## config.mk

```make
export PLATFORM = sky130hd
export DESIGN_NAME = pipe_arbiter
export DESIGN_NICKNAME = d
export VERILOG_FILES = /design/src/rtl/pipe_arb_pkg.sv /design/src/rtl/pipe_arb_rr_pick.sv /design/src/rtl/pipe_arbiter.sv
export SDC_FILE = /design/constraint.sdc
export NUM_CORES = 2
export LEC_CHECK = 0
export ABC_CLOCK_PERIOD_IN_PS = 6900
export BUFFER_PORTS_ARGS = -buffer_cell sky130_fd_sc_hd__buf_2
export CORE_AREA = 10 10 374 376
export DETAILED_ROUTE_END_ITERATION = 12
export DIE_AREA = 0 0 384 386
export PLACE_DENSITY_LB_ADDON = 0.15
export SKIP_CTS_REPAIR_TIMING = 1
export SYNTH_ARGS = -nofsm -noshare
export SYNTH_HDL_FRONTEND = slang
export SYNTH_HIERARCHICAL = 1
export SYNTH_SLANG_ARGS = --single-unit
```

## constraint.sdc

```tcl
create_clock -name CLK -period 6.9 [get_ports CLK]
set_input_delay 2.07 -clock CLK [delete_from_list [all_inputs] [get_ports CLK]]
set_output_delay 2.07 -clock CLK [all_outputs]
set_load 0.01 [all_outputs]
```

## src/rtl/pipe_arb_pkg.sv

```systemverilog
`default_nettype none
// ============================================================================
// Module      : pipe_arb_pkg
// Description : Shared types and helpers for the pipe_arbiter block.
//               src_w   - index width for a given requester count.
//               rr_pick - round-robin selector with a per-source grant
//                         quantum; returns the chosen index and a hit flag.
// Revision    : 1.0 - initial release
// ============================================================================
package pipe_arb_pkg;

    // Upper bound on requester count handled by rr_pick.
    localparam int c_MAX_SRC   = 64;
    localparam int c_MAX_SRC_W = 6;

    typedef logic [c_MAX_SRC_W-1:0] src_idx_t;

    typedef struct packed {
        logic     hit;
        src_idx_t sel;
    } rr_pick_t;

    function automatic int src_w(input int num_src);
        return (num_src < 2) ? 1 : $clog2(num_src);
    endfunction

    // A source keeps the grant while its streak is shorter than the quantum
    // and it still has data. run == 0 means nothing has been granted since
    // reset, so there is no streak to continue and the scan starts at
    // last+1 (source 0 after reset). Otherwise scan last+1, last+2, ...
    // with last itself examined last, which keeps a lone source granted.
    function automatic rr_pick_t rr_pick(
        input logic [c_MAX_SRC-1:0] valid,
        input src_idx_t             last,
        input int unsigned          run,
        input int unsigned          quantum,
        input int unsigned          num_src
    );
        rr_pick_t    r;
        int unsigned t;
        src_idx_t    idx;
        r.hit = 1'b0;
        r.sel = last;
        if (run != 0 && run < quantum && valid[last]) begin
            r.hit = 1'b1;
        end else begin
            for (int unsigned k = 1; k <= c_MAX_SRC; k++) begin
                t   = (32'(last) + k) % num_src;
                idx = src_idx_t'(t);
                if (!r.hit && k <= num_src && valid[idx]) begin
                    r.hit = 1'b1;
                    r.sel = idx;
                end
            end
        end
        return r;
    endfunction

endpackage
`default_nettype wire

```

## src/rtl/pipe_arb_rr_pick.sv

```systemverilog
`default_nettype none
// ============================================================================
// Module      : pipe_arb_rr_pick
// Description : Combinational round-robin / quantum source selector.
// Ports       : i_valid - per-source buffered-data flags
//               i_last  - index of the most recent grant
//               i_run   - consecutive grants given to i_last (0..QUANTUM)
//               o_sel   - selected source index
//               o_hit   - at least one source is valid
// Revision    : 1.0 - initial release
// ============================================================================
module pipe_arb_rr_pick
    import pipe_arb_pkg::*;
#(
    parameter  int unsigned NUM_SRC = 4,
    parameter  int unsigned QUANTUM = 1,
    localparam int          SRC_W   = src_w(NUM_SRC),
    localparam int          RUN_W   = $clog2(QUANTUM + 1)
)(
    input  logic [NUM_SRC-1:0] i_valid,
    input  logic [SRC_W-1:0]   i_last,
    input  logic [RUN_W-1:0]   i_run,
    output logic [SRC_W-1:0]   o_sel,
    output logic               o_hit
);

    logic [c_MAX_SRC-1:0] w_valid_ext;
    src_idx_t             w_last_ext;
    rr_pick_t             w_pick;

    always_comb begin
        w_valid_ext              = '0;
        w_valid_ext[NUM_SRC-1:0] = i_valid;
        w_last_ext               = src_idx_t'(i_last);
        w_pick = rr_pick(w_valid_ext, w_last_ext, 32'(i_run), QUANTUM, NUM_SRC);
    end

    assign o_sel = SRC_W'(w_pick.sel);
    assign o_hit = w_pick.hit;

endmodule
`default_nettype wire

```

## src/rtl/pipe_arbiter.sv

```systemverilog
`default_nettype none
// ============================================================================
// Module      : pipe_arbiter
// Description : Shares one enq pipe channel between NUM_SRC requesters.
//               One-entry input buffer per source, one-entry output buffer
//               tagged with the source index, round-robin arbitration with a
//               grant quantum, and a per-source accept mask.
// Ports       : CLK, RST      - clock, synchronous active-high reset
//               src_enq_*     - per-source enqueue (ENA/payload/RDY)
//               cfg_mask      - 1 blocks new accepts from that source
//               out_enq_*     - shared pipe enqueue (ENA/payload/src/RDY)
//               idle          - both buffer stages empty
// Revision    : 1.0 - initial release
// ============================================================================
module pipe_arbiter
    import pipe_arb_pkg::*;
#(
    parameter  int unsigned DATA_WIDTH = 192,
    parameter  int unsigned NUM_SRC    = 4,
    parameter  int unsigned QUANTUM    = 1,
    localparam int          SRC_W      = src_w(NUM_SRC)
)(
    input  logic                          CLK,
    input  logic                          RST,
    input  logic [NUM_SRC-1:0]            src_enq__ENA,
    input  logic [NUM_SRC*DATA_WIDTH-1:0] src_enq_v,
    output logic [NUM_SRC-1:0]            src_enq__RDY,
    input  logic [NUM_SRC-1:0]            cfg_mask,
    output logic                          out_enq__ENA,
    output logic [DATA_WIDTH-1:0]         out_enq_v,
    output logic [SRC_W-1:0]              out_enq_src,
    input  logic                          out_enq__RDY,
    output logic                          idle
);

    localparam int c_RUN_W = $clog2(QUANTUM + 1);

    logic [NUM_SRC-1:0]    w_ibuf_valid;
    logic [DATA_WIDTH-1:0] w_ibuf_data [NUM_SRC];
    logic [NUM_SRC-1:0]    w_accept;
    logic [NUM_SRC-1:0]    w_take;

    logic                  r_obuf_valid;
    logic [DATA_WIDTH-1:0] r_obuf_data;
    logic [SRC_W-1:0]      r_obuf_src;
    logic [SRC_W-1:0]      r_last;
    logic [c_RUN_W-1:0]    r_run;

    logic [SRC_W-1:0]      w_sel;
    logic                  w_hit;
    logic                  w_room;
    logic                  w_move;

    // ------------------------------------------------------------------
    // Arbitration
    // ------------------------------------------------------------------
    pipe_arb_rr_pick #(
        .NUM_SRC (NUM_SRC),
        .QUANTUM (QUANTUM)
    ) u_pick (
        .i_valid (w_ibuf_valid),
        .i_last  (r_last),
        .i_run   (r_run),
        .o_sel   (w_sel),
        .o_hit   (w_hit)
    );

    // The output buffer can take a new entry if empty or draining now.
    assign w_room = ~r_obuf_valid | out_enq__RDY;
    // w_hit is set exactly when any input buffer holds data.
    assign w_move = w_room & w_hit;

    // ------------------------------------------------------------------
    // Input buffers
    // ------------------------------------------------------------------
    for (genvar i = 0; i < NUM_SRC; i++) begin : g_src
        logic                  r_valid;
        logic [DATA_WIDTH-1:0] r_data;

        assign w_take[i] = w_move & (w_sel == SRC_W'(i));
        // RDY only looks at state, mask and the move decision, never at ENA.
        assign src_enq__RDY[i] = ~cfg_mask[i] & (~r_valid | w_take[i]);
        // An ENA without RDY is a protocol violation and is dropped.
        assign w_accept[i]     = src_enq__ENA[i] & src_enq__RDY[i];

        always_ff @(posedge CLK) begin
            if (RST) begin
                r_valid <= 1'b0;
                r_data  <= '0;
            end else if (w_accept[i]) begin
                r_valid <= 1'b1;
                r_data  <= src_enq_v[i*DATA_WIDTH +: DATA_WIDTH];
            end else if (w_take[i]) begin
                r_valid <= 1'b0;
            end
        end

        assign w_ibuf_valid[i] = r_valid;
        assign w_ibuf_data[i]  = r_data;
    end

    // ------------------------------------------------------------------
    // Output buffer
    // ------------------------------------------------------------------
    always_ff @(posedge CLK) begin
        if (RST) begin
            r_obuf_valid <= 1'b0;
            r_obuf_data  <= '0;
            r_obuf_src   <= '0;
        end else if (w_move) begin
            r_obuf_valid <= 1'b1;
            r_obuf_data  <= w_ibuf_data[w_sel];
            r_obuf_src   <= w_sel;
        end else if (out_enq__ENA) begin
            r_obuf_valid <= 1'b0;
        end
    end

    // ------------------------------------------------------------------
    // Grant history: last winner and saturating streak length
    // ------------------------------------------------------------------
    always_ff @(posedge CLK) begin
        if (RST) begin
            r_last <= SRC_W'(NUM_SRC - 1);
            r_run  <= '0;
        end else if (w_move) begin
            if (w_sel == r_last) begin
                if (r_run != c_RUN_W'(QUANTUM)) begin
                    r_run <= r_run + 1'b1;
                end
            end else begin
                r_last <= w_sel;
                r_run  <= c_RUN_W'(1);
            end
        end
    end

    assign out_enq__ENA = r_obuf_valid & out_enq__RDY;
    assign out_enq_v    = r_obuf_data;
    assign out_enq_src  = r_obuf_src;
    assign idle         = ~r_obuf_valid & ~(|w_ibuf_valid);

endmodule
`default_nettype wire

```

# After elaboration in Yosys (flattened, before gate mapping)
# Index checks and enable logic that the tools add are counted.
dict set report op_classes {
  n_addsub 5
  multipliers 0
  div_mod_pow 0
  order_cmp 7
  eq_ne 4
  shifts 0
  muxes 34
  bitwise 32
  reduce_logical 16
}
# cell n
set op_table {}
lappend op_table {{192-bit binary-select mux with 2-bit select} 1}
lappend op_table {{192-bit two-way mux} 2}
lappend op_table {{7-bit two-way mux} 7}
lappend op_table {{2-bit by 7-bit less-than comparator with 1-bit output, second input constant} 5}
lappend op_table {{1-bit two-way mux} 18}
lappend op_table {{1-bit AND} 15}
lappend op_table {{1-bit NOT} 11}
lappend op_table {{1-bit binary-select mux with 2-bit select} 5}
lappend op_table {{2-bit nonzero test} 5}
lappend op_table {{1-bit logical AND} 5}
lappend op_table {{1-bit bitwise OR} 5}
lappend op_table {{2-bit by 1-bit adder with 2-bit output, second input constant} 2}
lappend op_table {{2-bit adder, second input constant} 2}
lappend op_table {{2-bit equality test, second input constant} 2}
lappend op_table {{4-bit OR reduction} 1}
lappend op_table {{3-bit >= comparator, second input constant} 1}
lappend op_table {{1-bit zero test} 3}
lappend op_table {{2-bit NOT with 3-bit output} 1}
lappend op_table {{2-bit by 1-bit equality test with 1-bit output, second input constant} 1}
lappend op_table {{2-bit equality test} 1}
lappend op_table {{2-bit zero test} 1}
lappend op_table {{2-bit two-way mux} 1}
lappend op_table {{2-bit AND reduction} 1}
lappend op_table {{1-bit adder, second input constant} 1}
lappend op_table {{1-bit less-than comparator, second input constant} 1}
dict set report word_totals {
  regBits 970
  latch_bits 0
  mem_bits_rw 0
  mem_bits_ro 0
  in_bits 779
  output_inout_bits 200
  wordCells 111
  n_memories 0
}

# Longest topological paths before layout
dict set report depth {
  word_depth 23
  depth_mapped 12
  depth_no_buf 7
}

# Cells and area by module
# The synthesis kept the hierarchy.
# mod instances cells_each area_each_um2 seq_area_each_um2
set by_module_without_submodules {}
lappend by_module_without_submodules {pipe_arbiter 1 4178 42851.1 19418.6}
lappend by_module_without_submodules {pipe_arb_rr_pick 1 12 73.8 0.0}

# Worst setup path after synthesis
# No wires, ideal clock.
dict set report synth_path {
  path_kind {input to output}
  startpoint {input port out_enq__RDY}
  endpoint {output port src_enq__RDY[1]}
  arrival_time_ns 3.175
  t_required_ns 4.830
  setup_slack_ns 1.655
  cell_stages 7
  path_buffers 4
  path_cell_list {nor2b_1 o41a_1 buf_2 buf_6 buf_6 clkbuf_1 nor2_1}
}
dict set report synth_via {
  elab_chain_len 5
}
# item line_no
set synth_rtl {}
lappend synth_rtl {{start, declared} pipe_arbiter.sv:32} ;# input logic out_enq__RDY,
lappend synth_rtl {{1-bit bitwise OR} pipe_arbiter.sv:69} ;# assign w_room = ~r_obuf_valid | out_enq__RDY;
lappend synth_rtl {{1-bit AND} pipe_arbiter.sv:71} ;# assign w_move = w_room & w_hit;
lappend synth_rtl {{1-bit AND} pipe_arbiter.sv:80} ;# assign w_take[i] = w_move & (w_sel == SRC_W'(i));
lappend synth_rtl {{1-bit bitwise OR} pipe_arbiter.sv:82} ;# assign src_enq__RDY[i] = ~cfg_mask[i] & (~r_valid | w_take[i]);
lappend synth_rtl {{1-bit AND} pipe_arbiter.sv:82}
lappend synth_rtl {{end, declared} pipe_arbiter.sv:27} ;# output logic [NUM_SRC-1:0] src_enq__RDY,
# Every way passes these cells.

# Worst setup path in the final report
# Ends and elaborated chain as after synthesis.

==> results <==
- The run finished with clean final reports.
- The sum of negative setup slack is 0 ps.
- The worst reg2reg path endpoint is out_enq_v[184].
- The count of yosys warnings during synthesis is 6.
- For this design the ratio of total power to cell area is 275.1 mW/mm^2.
- The final period utilization is 75.91%.
- The net count of the finished layout is 5631.
- The maximum fanout encountered on the critical timing path is 5.
- Setup repair after global routing left no endpoint under its margin.
- The largest net degree at the start of global routing is 204.
- In this run the worst hold path is classified as register to register.
- The cell depth of the worst min-delay path is 2.
- Dividing the detail-routed wire length by the instance count gives 25.29 um.
- The worst hold endpoint is out_enq_src[0].
- The placer congestion estimate is 0.8237.
- In the post-route analysis, the smallest setup slack over all paths is 1662 ps.
- The H-tree was split into 3 levels.
- The worst setup path is captured at an output pin.
- The clock tree from TritonCTS is yes.
- The first-pass GRT wire length is 246300 um.
- The upper clock frequency limit is 190.9 MHz.
- The most heavily used metal layer in global routing is met2.
- The ratio of cells with drive above 1 in the final layout is 31.61%.
- Setup violations remaining at the end of the flow were counted as 0.
- Setup slack on the worst reg-to-reg path comes out at 2770 ps.
- STA classifies the critical path startpoint as an input port.
- The combinational group share of total power is 16.0%.
- The total count of hold-check failures in the final report is 0.
- The initial antenna violation count is 134.
- The aggregate routed wire length is 171100 um.
- The library cell contributing the largest single delay on the critical path is sky130_fd_sc_hd__nor2b_1.
- Before CTS, the worst setup slack after placement is 1635 ps.
- The die outline width is 384 um.
- The die covers 0.1482 sq mm.
- The count of max-cap constraint violations is 0.
- The remaining max-slew budget at the tightest pin is 8.507%.
- Measured in cells, the most critical reg-to-reg path has a length of 7.
- Global routing consumed, on the met2 layer, 35.85% of the routing resources.
- The number of rows created at floorplan is 134.
- The synthesis-to-layout area growth is 22.46%.
- The global-route usage over all layers is 21.81%.
- The part of the total power dissipated in the clock network is 41.9%.
- The detailed router placed 35.89k vias in this run.
- Port buffering added 978 buffers.
- In the routed layout, each cell is associated on average with a via count of 5.306.
- The maximum cell stage delay along the critical path is 380 ps.
- With fillers left out, the area of the finished cells amounts to 0.05253 sq mm.
- The synthesized netlist net count is 4966.
- The worst-skew pair later-pin latency is 740 ps.
- The required time at the worst-slack endpoint is 4830 ps.
- The startpoint of the lowest-slack hold path is out_enq_src[0].
- The final worst clock skew is 34.63 ps.
- The fraction of power spent switching nets is 27.68%.
- In this run, flip-flops and latches consume 42.0% of the power.
- The DRC violation count after routing is 0.
- The number of global-route vias before repair is 35.19k.
- The total clock sinks is 969.
- The analysis attributes to cell leakage a power of 20.22 nW.
- The critical path's most frequent cell is sky130_fd_sc_hd__buf_2.
- The post-route minimum period is 5238 ps.
- The root buffer cell is sky130_fd_sc_hd__clkbuf_16.
- The number of pins with negative max-slew slack in the final report is 0.
- The number of top-level pins is 979.
- The number of design-rule violations left by the first detailed-router iteration is 2368.
- At the worst endpoint, the arrival time is 3170 ps.
- The cell area after placement is 0.04865 sq mm.
- In this run the deepest clock path goes through 3 buffers.
- The total area inside the core boundary comes to 0.1326 sq mm.
- The transition at the pin with the smallest max-transition slack is 1372 ps.
- The synthesized netlist occupies a cell area of 0.04290 sq mm.
- The cell count after synthesis is 4187.
- The launch instance of the worst register-to-register path is g_src[3].r_valid.
- Traced cell by cell, the critical path runs through buf_2 > nor2b_1 > o41a_2 > nor2_1 > buf_2.
- Once the floorplan was initialized, standard cells occupied 32.35% of the core.
- Cell internal power was estimated by the tool at 10.45 mW.
- The average instance in the mapped netlist occupies 10.25 sq um.
- For this run, global-route usage on met1 was measured as 27.20%.
- After clock tree synthesis, the clock-pin slew on the worst setup and hold paths is 60 ps.
- From bottom edge to top edge, the die measures 386 um.
- In this run the power spent charging and discharging nets is 4.001 mW.
- The critical path class is input port to output pin.
- In this run the remaining antenna-violating nets after routing total 0.
- VDD sags by at most 185.3 uV.
- The CTS buffer count is 111.
- For this run the aggregate overflow at the end of global routing stands at 0.
- The estimated wirelength of the detail-placed design is 112900 um.
- Before antenna repair, the detailed router went through 5 iterations.
- The met3 global-route usage is 6.399%.
state kept, by name, indices dropped and copies added (netlist names):
register       flops
r_obuf_valid       1
g_src.r_data     768
out_enq_src        2
out_enq_v        192
r_last             2
g_src.r_valid      4
worst max-delay path, delay by kind of cell:
family / cells / cell delay [ps]
simple gates: 2 / 440
compound gates: 1 / 380
buf+inv: 2 / 260
per-layer routing:
metal	vias up	share of wire, %	wire (um)
li1	16710	-	-
met3	376	7.1	12190
met1	17590	42	71700
met4	86	3.7	6296
met2	1125	47	80300
met5	-	0.33	569
worst max path at each step:
stage                startpoint         endpoint  slack [ps]  cells past startpoint
3_3_place_gp       out_enq__RDY  src_enq__RDY[1]        1660                      5
2_1_floorplan      out_enq__RDY  src_enq__RDY[1]        1650                      7
6_report           out_enq__RDY  src_enq__RDY[1]        1660                      5
5_1_grt        g_src[3].r_valid  src_enq__RDY[2]        1420                      7
3_5_place_dp       out_enq__RDY  src_enq__RDY[1]        1630                      5
4_1_cts        g_src[3].r_valid  src_enq__RDY[1]        1570                      7
power by group through the flow:
stage	sequential (mW)	clock, mW	combinational (mW)
floorplan	6.15	0	1.48
detailed placement	6.19	0	2.35
CTS	6.07	6.19	2.36
global route	6.10	6.41	2.51
global placement	6.19	0	2.34
finish	6.07	6.06	2.32
stage by stage:
| step | hold slack [ps] | total power, mW | instances | util (%) |
|---|---|---|---|---|
| 2_1_floorplan | 445.5 | 7.637 | 4187 | - |
| 3_3_place_gp | 444.2 | 8.528 | 6507 | 36.68 |
| 3_5_place_dp | 449.6 | 8.545 | 6507 | 36.68 |
| 4_1_cts | 457.8 | 14.63 | 6710 | 39.51 |
| 5_1_grt | 474.9 | 15.02 | 6736 | 39.56 |
| 6_report | 456.5 | 14.45 | 6765 | 39.61 |
cell type report:
cell class,instances,area (sq um)
diodes,55,137.6
clock buffers,179,3436
clock inverters,24,311.5
fillers,13370,80090
inverters,5,18.77
multi-input cells,2738,21490
flip-flops and latches,969,19400
well taps,1768,2212
repair buffers,1027,5523
cell usage in the layout, fill, tap and decap left out, types with 2 or more instances in the layout:
master                      instances
sky130_fd_sc_hd__mux2i_1          192
sky130_fd_sc_hd__clkinv_8           3
sky130_fd_sc_hd__buf_12            20
sky130_fd_sc_hd__nand2_1            6
sky130_fd_sc_hd__nand2b_1         388
sky130_fd_sc_hd__o41a_2             2
sky130_fd_sc_hd__bufinv_16          5
sky130_fd_sc_hd__dfxtp_1          969
sky130_fd_sc_hd__clkbuf_16        113
sky130_fd_sc_hd__buf_4             29
sky130_fd_sc_hd__clkbuf_8          36
sky130_fd_sc_hd__nand3_1            3
sky130_fd_sc_hd__or3b_1           419
sky130_fd_sc_hd__nor2b_1            4
sky130_fd_sc_hd__clkbuf_1          30
sky130_fd_sc_hd__a21oi_1          583
sky130_fd_sc_hd__inv_2              2
sky130_fd_sc_hd__buf_2            977
sky130_fd_sc_hd__nand2b_4           3
sky130_fd_sc_hd__mux4_2           192
sky130_fd_sc_hd__diode_2           55
sky130_fd_sc_hd__nor2_1             9
sky130_fd_sc_hd__a22o_1           192
sky130_fd_sc_hd__clkinv_2          13
sky130_fd_sc_hd__o21ai_0          576
sky130_fd_sc_hd__inv_1              3
sky130_fd_sc_hd__or3b_2           157
Power figures use the tool's default switching activity.
